File: config.mk
export PLATFORM = sky130hd
export DESIGN_NAME = serial_word_rx_flat
export DESIGN_NICKNAME = d
export VERILOG_FILES = /design/src/rtl/comm_pkg.sv /design/src/rtl/serial_word_rx_if.sv /design/src/rtl/serial_shift_reg.sv /design/src/rtl/serial_word_rx.sv /design/src/flat_wrapper.sv
export SDC_FILE = /design/constraint.sdc
export NUM_CORES = 1
export LEC_CHECK = 0
export BUFFER_PORTS_ARGS = -buffer_cell sky130_fd_sc_hd__buf_2
export CORE_MARGIN = 10
export CORE_UTILIZATION = 34
export CTS_BUF_LIST = sky130_fd_sc_hd__clkbuf_16
export CTS_CLUSTER_DIAMETER = 40
export DETAILED_ROUTE_END_ITERATION = 10
export PLACE_DENSITY_LB_ADDON = 0.05
export SLEW_MARGIN = 20
export SYNTH_ARGS = -nofsm -noshare
export SYNTH_HDL_FRONTEND = slang
export SYNTH_SLANG_ARGS = --single-unit
export TNS_END_PERCENT = 50
File: constraint.sdc
create_clock -name clk -period 1.7 [get_ports clk]
set_clock_uncertainty 0.1 [all_clocks]
set_input_delay 0.34 -clock clk [delete_from_list [all_inputs] [get_ports clk]]
set_output_delay 0.34 -clock clk [all_outputs]
set_load 0.02 [all_outputs]
File: src/rtl/comm_pkg.sv
// Shared definitions for the serial receive path: FSM encodings, default word width, parity helper.
package comm_pkg;

    localparam int DEFAULT_WORD_W = 4;

    typedef enum logic [1:0] {
        ST_IDLE   = 2'd0,
        ST_SHIFT  = 2'd1,
        ST_PARITY = 2'd2
    } rx_state_e;

    // Even parity: returns the bit that makes the total count of ones even.
    function automatic logic even_parity(input logic [63:0] data);
        return ^data;
    endfunction

endpackage

File: src/rtl/serial_word_rx_if.sv
// Handshake bundle between the serial source/word consumer and serial_word_rx.
// slave = receiver side, master = source/consumer side.
interface serial_word_rx_if #(
    parameter int WORD_W = comm_pkg::DEFAULT_WORD_W
);
    logic              ser_in;
    logic              ser_vld;
    logic              frame_start;
    logic [WORD_W-1:0] dout;
    logic              dout_vld;
    logic              dout_rdy;
    logic              frame_err;
    logic              ovr_err;
    logic              parity_err;
    logic              err_clr;

    modport master (
        output ser_in, ser_vld, frame_start, dout_rdy, err_clr,
        input  dout, dout_vld, frame_err, ovr_err, parity_err
    );

    modport slave (
        input  ser_in, ser_vld, frame_start, dout_rdy, err_clr,
        output dout, dout_vld, frame_err, ovr_err, parity_err
    );
endinterface

File: src/rtl/serial_shift_reg.sv
// WORD_W-bit shift register with clear and load-enable; LSB_FIRST sets which end the first bit lands in.
// word_o is the next-state value so the caller can capture a word on the same edge its last bit is shifted in.
module serial_shift_reg #(
    parameter int WORD_W    = 4,
    parameter bit LSB_FIRST = 1'b1
) (
    input  logic              clk,
    input  logic              rst,
    input  logic              clr_i,
    input  logic              en_i,
    input  logic              bit_i,
    output logic [WORD_W-1:0] word_o
);
    logic [WORD_W-1:0] sr_q;
    logic [WORD_W-1:0] sr_d;
    logic [WORD_W-1:0] base;

    always_comb begin
        base = clr_i ? '0 : sr_q;
        sr_d = base;
        if (en_i) begin
            // After WORD_W shifts the first bit sits at [0] (LSB_FIRST) or [WORD_W-1].
            sr_d = LSB_FIRST ? {bit_i, base[WORD_W-1:1]} : {base[WORD_W-2:0], bit_i};
        end
    end

    always_ff @(posedge clk) begin
        if (rst) begin
            sr_q <= '0;
        end else begin
            sr_q <= sr_d;
        end
    end

    assign word_o = sr_d;
endmodule

File: src/rtl/serial_word_rx.sv
// Serial-to-parallel receiver: frames WORD_W bits per frame_start, one-entry valid/ready output, sticky errors.
// Build option PARITY_CHECK_EN appends an even-parity bit to every frame and enables parity_err.
module serial_word_rx
    import comm_pkg::*;
#(
    parameter int WORD_W    = DEFAULT_WORD_W,
    parameter bit LSB_FIRST = 1'b1
) (
    input  logic             clk,
    input  logic             rst,
    serial_word_rx_if.slave  bus
);
    localparam int CNT_W = $clog2(WORD_W + 1);
    localparam logic [CNT_W-1:0] LAST_BIT = CNT_W'(WORD_W - 1);

    rx_state_e         state_q, state_d;
    logic [CNT_W-1:0]  cnt_q, cnt_d;
    logic [WORD_W-1:0] dout_q, dout_d;
    logic              dout_vld_q, dout_vld_d;
    logic              frame_err_q, frame_err_d;
    logic              ovr_err_q, ovr_err_d;

    logic              sr_clr;
    logic              sr_en;
    logic [WORD_W-1:0] sr_word;
    logic              complete;
    logic              frame_set;
    logic              ovr_set;
`ifdef PARITY_CHECK_EN
    logic              parity_err_q, parity_err_d;
    logic              parity_set;
`endif

    serial_shift_reg #(
        .WORD_W    (WORD_W),
        .LSB_FIRST (LSB_FIRST)
    ) u_shift (
        .clk    (clk),
        .rst    (rst),
        .clr_i  (sr_clr),
        .en_i   (sr_en),
        .bit_i  (bus.ser_in),
        .word_o (sr_word)
    );

    always_comb begin
        state_d   = state_q;
        cnt_d     = cnt_q;
        sr_clr    = 1'b0;
        sr_en     = 1'b0;
        complete  = 1'b0;
        frame_set = 1'b0;
`ifdef PARITY_CHECK_EN
        parity_set = 1'b0;
`endif
        case (state_q)
            ST_IDLE: begin
                if (bus.ser_vld && bus.frame_start) begin
                    state_d = ST_SHIFT;
                    cnt_d   = CNT_W'(1);
                    sr_clr  = 1'b1;
                    sr_en   = 1'b1;
                end
            end
            ST_SHIFT: begin
                if (bus.ser_vld) begin
                    sr_en = 1'b1;
                    if (bus.frame_start) begin
                        frame_set = 1'b1;
                        sr_clr    = 1'b1;
                        cnt_d     = CNT_W'(1);
                    end else if (cnt_q == LAST_BIT) begin
`ifdef PARITY_CHECK_EN
                        state_d = ST_PARITY;
                        cnt_d   = CNT_W'(WORD_W);
`else
                        state_d  = ST_IDLE;
                        cnt_d    = '0;
                        complete = 1'b1;
`endif
                    end else begin
                        cnt_d = cnt_q + CNT_W'(1);
                    end
                end
            end
`ifdef PARITY_CHECK_EN
            ST_PARITY: begin
                // Shift register is not enabled here, so sr_word is the held data word.
                if (bus.ser_vld) begin
                    if (bus.frame_start) begin
                        frame_set = 1'b1;
                        state_d   = ST_SHIFT;
                        cnt_d     = CNT_W'(1);
                        sr_clr    = 1'b1;
                        sr_en     = 1'b1;
                    end else begin
                        state_d = ST_IDLE;
                        cnt_d   = '0;
                        if (even_parity(64'(sr_word)) == bus.ser_in) begin
                            complete = 1'b1;
                        end else begin
                            parity_set = 1'b1;
                        end
                    end
                end
            end
`endif
            default: begin
                state_d = ST_IDLE;
                cnt_d   = '0;
            end
        endcase
    end

    always_comb begin
        dout_d     = dout_q;
        dout_vld_d = dout_vld_q;
        ovr_set    = 1'b0;
        if (complete) begin
            // A word may replace one being accepted in the same cycle.
            if (!dout_vld_q || bus.dout_rdy) begin
                dout_d     = sr_word;
                dout_vld_d = 1'b1;
            end else begin
                ovr_set = 1'b1;
            end
        end else if (bus.dout_rdy) begin
            dout_vld_d = 1'b0;
        end
        // A new error in the clearing cycle wins over err_clr.
        frame_err_d = (frame_err_q && !bus.err_clr) || frame_set;
        ovr_err_d   = (ovr_err_q && !bus.err_clr) || ovr_set;
`ifdef PARITY_CHECK_EN
        parity_err_d = (parity_err_q && !bus.err_clr) || parity_set;
`endif
    end

    always_ff @(posedge clk) begin
        if (rst) begin
            state_q     <= ST_IDLE;
            cnt_q       <= '0;
            dout_q      <= '0;
            dout_vld_q  <= 1'b0;
            frame_err_q <= 1'b0;
            ovr_err_q   <= 1'b0;
        end else begin
            state_q     <= state_d;
            cnt_q       <= cnt_d;
            dout_q      <= dout_d;
            dout_vld_q  <= dout_vld_d;
            frame_err_q <= frame_err_d;
            ovr_err_q   <= ovr_err_d;
        end
    end

`ifdef PARITY_CHECK_EN
    always_ff @(posedge clk) begin
        if (rst) begin
            parity_err_q <= 1'b0;
        end else begin
            parity_err_q <= parity_err_d;
        end
    end
    assign bus.parity_err = parity_err_q;
`else
    assign bus.parity_err = 1'b0;
`endif

    assign bus.dout      = dout_q;
    assign bus.dout_vld  = dout_vld_q;
    assign bus.frame_err = frame_err_q;
    assign bus.ovr_err   = ovr_err_q;
endmodule
File: src/flat_wrapper.sv
// flat-port wrapper written by rule: the top's interface ports become plain ports
module serial_word_rx_flat import comm_pkg::*;
#(
    parameter int WORD_W    = DEFAULT_WORD_W,
    parameter bit LSB_FIRST = 1'b1
)
  (clk, rst, bus_ser_in, bus_ser_vld, bus_frame_start, bus_dout_rdy, bus_err_clr, bus_dout, bus_dout_vld, bus_frame_err, bus_ovr_err, bus_parity_err);
  serial_word_rx_if #(.WORD_W(WORD_W)) bus_i ();
  input  logic clk;
  input  logic rst;
  input wire logic [$bits(bus_i.ser_in)-1:0] bus_ser_in;
  input wire logic [$bits(bus_i.ser_vld)-1:0] bus_ser_vld;
  input wire logic [$bits(bus_i.frame_start)-1:0] bus_frame_start;
  input wire logic [$bits(bus_i.dout_rdy)-1:0] bus_dout_rdy;
  input wire logic [$bits(bus_i.err_clr)-1:0] bus_err_clr;
  output wire logic [$bits(bus_i.dout)-1:0] bus_dout;
  output wire logic [$bits(bus_i.dout_vld)-1:0] bus_dout_vld;
  output wire logic [$bits(bus_i.frame_err)-1:0] bus_frame_err;
  output wire logic [$bits(bus_i.ovr_err)-1:0] bus_ovr_err;
  output wire logic [$bits(bus_i.parity_err)-1:0] bus_parity_err;
  assign bus_i.ser_in = bus_ser_in;
  assign bus_i.ser_vld = bus_ser_vld;
  assign bus_i.frame_start = bus_frame_start;
  assign bus_i.dout_rdy = bus_dout_rdy;
  assign bus_i.err_clr = bus_err_clr;
  assign bus_dout = bus_i.dout;
  assign bus_dout_vld = bus_i.dout_vld;
  assign bus_frame_err = bus_i.frame_err;
  assign bus_ovr_err = bus_i.ovr_err;
  assign bus_parity_err = bus_i.parity_err;
  serial_word_rx #(.WORD_W(WORD_W), .LSB_FIRST(LSB_FIRST)) u_core (.clk(clk), .rst(rst), .bus(bus_i));
endmodule
==> Yosys cells after proc, flatten, opt, wreduce, memory -nomap -nowiden <==
Cells that the tools add are included.
{ "word_totals": {"latch_bits": 0, "regBits": 16, "ram_bits": 0, "mem_count": 0, "romBits": 0, "elab_cells": 57} }
{ "op_classes": {"n_div": 0, "reduce_logical": 14, "n_bitwise": 0, "n_mux": 28, "n_addsub": 1, "order_cmp": 0, "multipliers": 0, "shift": 0, "eq_ne": 7} }
{ "op_table": {"columns": ["cell", "count"], "rows": [
  ["2-to-1 mux 1 bit", 14],
  ["2-to-1 mux 3 bit", 4],
  ["2-to-1 mux 2 bit", 4],
  ["2-to-1 mux 4 bit", 2],
  ["!= test 2 bit (second input constant)", 3],
  ["case mux 3 bit (2 select lines)", 1],
  ["AND reduction 2 bit", 3],
  ["!= test 2 x 1 -> 1 bit (second input constant)", 2],
  ["case mux 1 bit (2 select lines)", 2],
  ["case mux 2 bit (2 select lines)", 1],
  ["AND reduction 4 bit", 1],
  ["adder 3 x 1 -> 3 bit (second input constant)", 1],
  ["== test 3 x 2 -> 1 bit (second input constant)", 1],
  ["logical AND 1 bit", 3],
  ["logical OR 1 bit", 3],
  ["== test 2 x 1 -> 1 bit (second input constant)", 1],
  ["logical NOT 1 bit", 2],
  ["logical NOT 2 bit", 1],
  ["nonzero test 2 bit", 1]
]} }

==> Depth between registers and ports, before layout <==
Gate-level depths: netlist of the first run.
{ "depth": {"depth_word": 7, "mapped_depth": 6} }

==> By module <==
From an unflattened synthesis of the first run, not the netlist that was laid out.
{ "unflattened": {"hier_cells": 73, "area_unflattened_um2": 655.6} }
{ "by_module_without_submodules": {"columns": ["mod", "area_per_inst_um2", "cells_each", "n_inst"], "rows": [
  ["serial_word_rx", 489.2, 55, 1],
  ["serial_shift_reg", 166.4, 18, 1]
]} }

==> Worst setup path before layout of the first run <==
Ideal clock, no wire load.
{ "synth_path": {"kind": "flip-flop to flip-flop", "start": "reg u_core.cnt_q[0]", "end": "reg u_core.dout_q[0] (netlist: u_core.bus.dout[0])", "period_less_slack_ns": 1.385, "path_buffers": 1, "stages_incl_launch_ff": 7, "path_slack_ns": 0.315, "required_ns": 1.514, "arrival_ns": 1.200, "cell_sequence": "dfxtp_1 -> ha_1 -> nor2b_1 -> and3_1 -> buf_4 -> nor2_1 -> a211oi_1"} }
{ "synth_via": {"elab_chain_len": 6} }
{ "synth_lines": {"columns": ["item", "line", "source"], "rows": [
  ["start: declaration", "serial_word_rx.sv:17", "logic [CNT_W-1:0] cnt_q, cnt_d;"],
  ["start signal: assignment", "serial_word_rx.sv:148", "cnt_q <= cnt_d;"],
  ["== test 3 x 2 -> 1 bit", "serial_word_rx.sv:72", "end else if (cnt_q == LAST_BIT) begin"],
  ["2-to-1 mux 1 bit", "serial_word_rx.sv:72", null],
  ["2-to-1 mux 1 bit", "serial_word_rx.sv:68", "if (bus.frame_start) begin"],
  ["2-to-1 mux 1 bit", "serial_word_rx.sv:66", "if (bus.ser_vld) begin"],
  ["2-to-1 mux 1 bit", "serial_word_rx.sv:56", "case (state_q)"],
  ["AND reduction 2 bit (no source line)", null, null],
  ["end signal: assignment", "serial_word_rx.sv:149", "dout_q <= dout_d;"],
  ["end: declaration", "serial_word_rx.sv:18", "logic [WORD_W-1:0] dout_q, dout_d;"]
]} }
No other way between the ends.
A chain may end at the register's enable or synchronous reset.

==> Worst setup path after layout of the first run <==
{ "layout_path": {"start": "reg u_core.cnt_q[0]", "end": "reg u_core.dout_q[3] (netlist: u_core.bus.dout[3])"} }
Same word-level chain as after synthesis.

==> results of run 1 <==
## logic make-up (layout without fill, tap and decap cells)
family          count (synthesis)  in the layout
mux                             1              1
compound gates                 17             17
simple gates                   23             23
other cells                     1              1
buf+inv                         5             21
fa+ha+maj                       1              1
flops                          15             15
## worst max-delay path, stage by stage (launching register included)
cell and delay [ps]:
dfxtp_1 350, ha_1 170, nor2b_1 160, and3_1 310
nor2_1 70, a211oi_1 200
## path summary, 6_finish.rpt
check        slack, ps                 end             from
max                260  u_core.bus.dout[3]  u_core.cnt_q[0]
min                270     u_core.cnt_q[2]      bus_ser_vld
max reg2reg        260  u_core.bus.dout[3]  u_core.cnt_q[0]
min reg2reg        350     u_core.cnt_q[2]  u_core.cnt_q[2]
## cell usage after synthesis
cell type	instances
nand3_1	1
mux2i_1	1
and3_1	1
ha_1	1
nor2b_1	2
nand2_1	4
nor2_1	10
buf_4	3
a21o_1	1
o21ai_0	2
and3b_1	1
o22ai_1	1
a22oi_1	5
nand2b_1	3
dfxtp_1	15
a21oi_1	4
conb_1	1
nor3b_1	1
a211oi_1	4
inv_1	1
clkbuf_1	1
## area by class of cell
type	instances	area, sq um
Fill cell	161	820
Sequential cell	15	300
Multi-Input combinational cell	43	249
Timing Repair Buffer	16	87.6
Clock buffer	3	75.1
Tap cell	16	20.0
Clock inverter	1	3.75
Inverter	1	3.75
## through the flow
| stage | util (%) | cell area [sq um] |
|---|---|---|
| final | 47.4 | 739 |
| after global routing | 47.4 | 739 |
| after CTS | 47.4 | 739 |
| after detailed placement | 42.4 | 661 |
| after global placement | 42.4 | 661 |
| after floorplan | - | 579 |
## layer usage
metal  vias to the layer above  share of wire [%]  track usage [%]
li1                        249                  -                -
met1                       200                 48             8.24
met2                        10                 41             10.5
met3                         5                8.6             3.91
met4                         0                1.8             3.91
met5                         -                  0                0
## sequential cells by signal, indices dropped and copies added, names as in the netlist
| signal | cells |
|---|---|
| u_core.bus.frame_err | 1 |
| u_core.state_q | 1 |
| u_core.bus.dout | 4 |
| u_core.u_shift.sr_q | 4 |
| u_core.bus.ovr_err | 1 |
| u_core.bus.dout_vld | 1 |
| u_core.cnt_q | 3 |
## power by group through the flow
| stage | combinational (uW) | clock (uW) | sequential, uW |
|---|---|---|---|
| CTS | 40.4 | 460 | 363 |
| finish | 40.3 | 447 | 364 |
| global route | 46.0 | 473 | 364 |
| floorplan | 23.6 | 0 | 370 |
| detailed placement | 40.3 | 0 | 370 |
| global placement | 40.5 | 0 | 370 |
==> flow_metrics.env, run 1 <==
export IMPL_grtUsageTotal_pct=7.20
export IMPL_drv_cap=0
export IMPL_final_cells=95
export IMPL_final_cell_mix="dfxtp_1, buf_2, nor2_1, a22oi_1"
export IMPL_synth_fa_ha_area_share_pct=2.16
export IMPL_port_buffers=13
export IMPL_p_int_uw=687
export IMPL_end_kind="flip-flop"
export IMPL_drive_gt1_share_pct=24.1
export IMPL_synth_fp_nets=71
export IMPL_clockRootBuffer="clkbuf_16"
export IMPL_power_share_switching_pct=19.2
export IMPL_seqPwrFrac_pct=42.8
export IMPL_grt_pass1_vias=464
export IMPL_design_portCount=15
export IMPL_min_path_cells=2
export IMPL_total_power_uw=850
export IMPL_synth_area_mux_share_pct=1.73
export IMPL_rr_worst_depth=5
export IMPL_hold_viol_final=0
export IMPL_cts_path_max_buffers=2
export IMPL_die_width_um=61.3
export IMPL_syn_area_sq_um=579
export IMPL_ir_worst_vdd_mv=0.624
export IMPL_drt_wl_total_mm=1.18
export IMPL_synthXorXnorAreaFrac_pct=0
export IMPL_worstSkewPairLatency_ps=240
export IMPL_setup_violations_final=0
export IMPL_gp_congestion=0.690
export IMPL_cts_tree="built"
export IMPL_syn_area_per_cell_sq_um=9.20
export IMPL_numCtsBuffers=3
export IMPL_share_clk_of_total_power_pct=52.5
export IMPL_dp_cells=91
export IMPL_route_detailed_drc=0
export IMPL_grt_overflow=0
export IMPL_fin_crit_ps=1440
export IMPL_drtIter0Drc=7
export IMPL_synth_distinct_cells=21
export IMPL_switching_power_uw=164
export IMPL_synth_seq_cells=15
export IMPL_yosysTopAreaCell="dfxtp_1"
export IMPL_die_h_um=61.3
export IMPL_drv_slew=0
export IMPL_syn_inst=63
export IMPL_hp_class="input pin to flip-flop"
export IMPL_power_frac_comb_pct=4.7
export IMPL_holdWs_ps=265
export IMPL_fmax_ghz=0.695
export IMPL_floorplan_initialDensity_pct=37.2
export IMPL_postCtsSetupBuffers=0
export IMPL_fin_crit_sh_pct=84.6
export IMPL_grt_pass1_wl_mm=2.04
export IMPL_netlist_top_cells_area="dfxtp_1, a22oi_1, nor2_1"
export IMPL_synth_compound_area_share_pct=19.2
export IMPL_p_leak_uw=0.000327
export IMPL_insertedDiodeCount=0
export IMPL_synth_top_area_share_pct=51.8
export IMPL_status="completed"
export IMPL_clock_sinks=15
export IMPL_drt_pre_antenna_iters=3
export IMPL_syn2layout_area_growth_pct=27.6
export IMPL_critical_path_class="flip-flop to flip-flop"
export IMPL_clkTransAtPathRegs_ps=50
export IMPL_fin_nets=88
export IMPL_viasPerCell=4.88
export IMPL_coreArea_sq_um=1560
export IMPL_setup_tns_ps=0
export IMPL_layout_commonest_cell="dfxtp_1"
export IMPL_timing_final_ws_setup_ps=262
export IMPL_grt_max_degree=16
export IMPL_crit_arrival_ps=1500
export IMPL_die_area_sq_um=3750
export IMPL_cts_resized=0
export IMPL_fp_row_count=14
export IMPL_rsz0062_at_grt="no"
export IMPL_ys_warn_count=0
export IMPL_cts_htree_levels=1
export IMPL_cellPowerDensity_nw_per_um2=1150
export IMPL_required_ps=1760
export IMPL_vias=464
export IMPL_antenna_left=0
export IMPL_worstSetupStartpointType="flip-flop"
export IMPL_avgRoutedWirePerCell_um=12.4
export IMPL_synth_top_family_by_area="compound AO/OA/AOI/OAI gates"
export IMPL_synthSimpleGateAreaFrac_pct=19.2
export IMPL_antenna_found_initial=0
export IMPL_crit_path_max_fanout=8
export IMPL_dp_slack_ps=232
export IMPL_ys_seq_area_share_pct=51.8
export IMPL_dpl_hpwl_um=870
export IMPL_cts_hold_buffers_added=0
Power figures use the tool's default switching activity.
==> run 2, diff against run 1 <==
==> constraint.sdc (replaced) <==
create_clock -name clk -period 1.2 [get_ports clk]
set_clock_uncertainty 0.1 [all_clocks]
set_input_delay 0.24 -clock clk [delete_from_list [all_inputs] [get_ports clk]]
set_output_delay 0.24 -clock clk [all_outputs]
set_load 0.02 [all_outputs]
==> run 2 against run 1 <==
The flow now finishes with violations (setup timing). Final cell count is 5.3% higher. Combinational power is 90% higher. Via count up 5.2%. Setup slack lost 340 ps. Die area unchanged. First-iteration DRC count did not move. Power increased by 43%. Maximum frequency increased by 13%. Highest routed layer unchanged. Non-clock buffer count rose by 5. Utilization rose by 6.7 points. Routed wire length rose by 12%. Global-route usage up 1.2 points.
==> flow_metrics.env, run 2 (same netlist as run 1, synthesis figures left out) <==
export IMPL_cts_tree="built"
export IMPL_cts_hold_buffers_added=0
export IMPL_coreArea_sq_um=1560
export IMPL_cts_path_max_buffers=2
export IMPL_avgRoutedWirePerCell_um=13.3
export IMPL_port_buffers=13
export IMPL_fin_nets=93
export IMPL_clockRootBuffer="clkbuf_16"
export IMPL_grt_overflow=0
export IMPL_die_area_sq_um=3750
export IMPL_dpl_hpwl_um=972
export IMPL_drv_cap=0
export IMPL_clkTransAtPathRegs_ps=40
export IMPL_worstSkewPairLatency_ps=240
export IMPL_status="finished, violations left"
export IMPL_required_ps=1260
export IMPL_design_portCount=15
export IMPL_numCtsBuffers=3
export IMPL_drt_pre_antenna_iters=4
export IMPL_antenna_left=0
export IMPL_total_power_uw=1210
export IMPL_die_width_um=61.3
export IMPL_rsz0062_at_grt="yes"
export IMPL_gp_congestion=0.710
export IMPL_die_h_um=61.3
export IMPL_hp_class="input pin to flip-flop"
export IMPL_drt_wl_total_mm=1.33
export IMPL_drive_gt1_share_pct=47.6
export IMPL_dpl_cell_area_sq_um=749
export IMPL_viasPerCell=4.88
export IMPL_floorplan_initialDensity_pct=37.2
export IMPL_crit_path_max_fanout=8
export IMPL_min_path_cells=3
export IMPL_drv_slew=0
export IMPL_drtIter0Drc=7
export IMPL_final_cell_mix="buf_2, dfxtp_1, buf_4, nor2_1, a22oi_1"
export IMPL_r2r_slack_ps=-80
export IMPL_n_fill_cell=150
export IMPL_crit_arrival_ps=1340
export IMPL_fmax_ghz=0.783
export IMPL_cellPowerDensity_nw_per_um2=1440
export IMPL_p_leak_uw=0.000362
export IMPL_critical_path_class="flip-flop to flip-flop"
export IMPL_vias=488
export IMPL_grt_pass1_wl_mm=2.20
export IMPL_antenna_found_initial=0
export IMPL_violations="setup timing"
export IMPL_wl_met1_um=594
export IMPL_clock_sinks=15
export IMPL_timing_final_ws_setup_ps=-77.1
export IMPL_finalInstanceArea_sq_um=845
export IMPL_grt_max_degree=16
export IMPL_worstSetupStartpointType="flip-flop"
export IMPL_ir_worst_vdd_mv=0.800
export IMPL_dr_wl_met2_um=595
export IMPL_rr_worst_depth=5
export IMPL_cts_htree_levels=1
export IMPL_layout_commonest_cell="buf_2"
export IMPL_holdWs_ps=181
export IMPL_routed_top_layer="met4"
export IMPL_fp_row_count=14
export IMPL_route_detailed_drc=0
export IMPL_grtUsageTotal_pct=8.37
export IMPL_insertedDiodeCount=0
export IMPL_wl_met3_um=86
export IMPL_setup_tns_ps=-374
export IMPL_hold_viol_final=0
export IMPL_fin_crit_sh_pct=106
export IMPL_syn2layout_area_growth_pct=45.8
export IMPL_fin_crit_ps=1280
export IMPL_end_kind="flip-flop"
export IMPL_setup_violations_final=7
export IMPL_grt_pass1_vias=532
## run 2: changes by cell type in the layout (fill, tap and decap cells not counted), sizes merged
cell,change
buf,+5
## run 2: what timing repair did
| item | 4_1_cts | 5_1_grt |
|---|---|---|
| endpoints found under the setup margin | 7 | 7 |
| pin swaps | 2 | 1 |
| gates resized for setup | 4 | 0 |
| setup buffers | 1 | 0 |
## run 2: worst max-delay path, stage by stage (launching register included)
cell and delay, ps:
dfxtp_4 350, ha_4 130, nor2b_4 150, and3_4 280, nor2_2 50, a211oi_2 130
## run 2: metrics by stage
stage / utilization, % / cells / setup slack [ps]
4_1_cts: 54.2 / 100 / -95.8
5_1_grt: 54.2 / 100 / -173
2_1_floorplan: - / 63 / -48.9
3_3_place_gp: 48.1 / 95 / -120
3_5_place_dp: 48.1 / 95 / -120
6_report: 54.2 / 100 / -77.1
## run 2: layout make-up
class,instances,area (sq um),share of cell area [%]
inverter,1,3.75,0.444
clock buffer,3,75.1,8.89
sequential,15,307,36.3
tap,16,20.0,2.37
timing repair buffer,21,125,14.8
clock inverter,1,3.75,0.444
multi-input combinational,43,310,36.7
## run 2: final timing paths
check	from	to
worst max-delay path	u_core.cnt_q[0]	u_core.bus.dout[1]
worst min-delay path	bus_ser_in	u_core.u_shift.sr_q[3]
worst max register to register	u_core.cnt_q[0]	u_core.bus.dout[1]
worst min register to register	u_core.bus.frame_err	u_core.bus.frame_err
## run 2: routing by layer
layer | up-vias | GRT usage, %
li1 | 258 | -
met1 | 210 | 8.46
met2 | 14 | 12.7
met3 | 6 | 3.70
met4 | 0 | 7.82
met5 | - | 0
## run 2: power by group
part | internal (uW) | leakage, uW | total [uW] | switching (uW)
Sequential | 508 | 0.000123 | 515 | 6.24
Combinational | 36.9 | 0.000197 | 76.5 | 39.7
Clock | 439 | 0.0000423 | 621 | 182
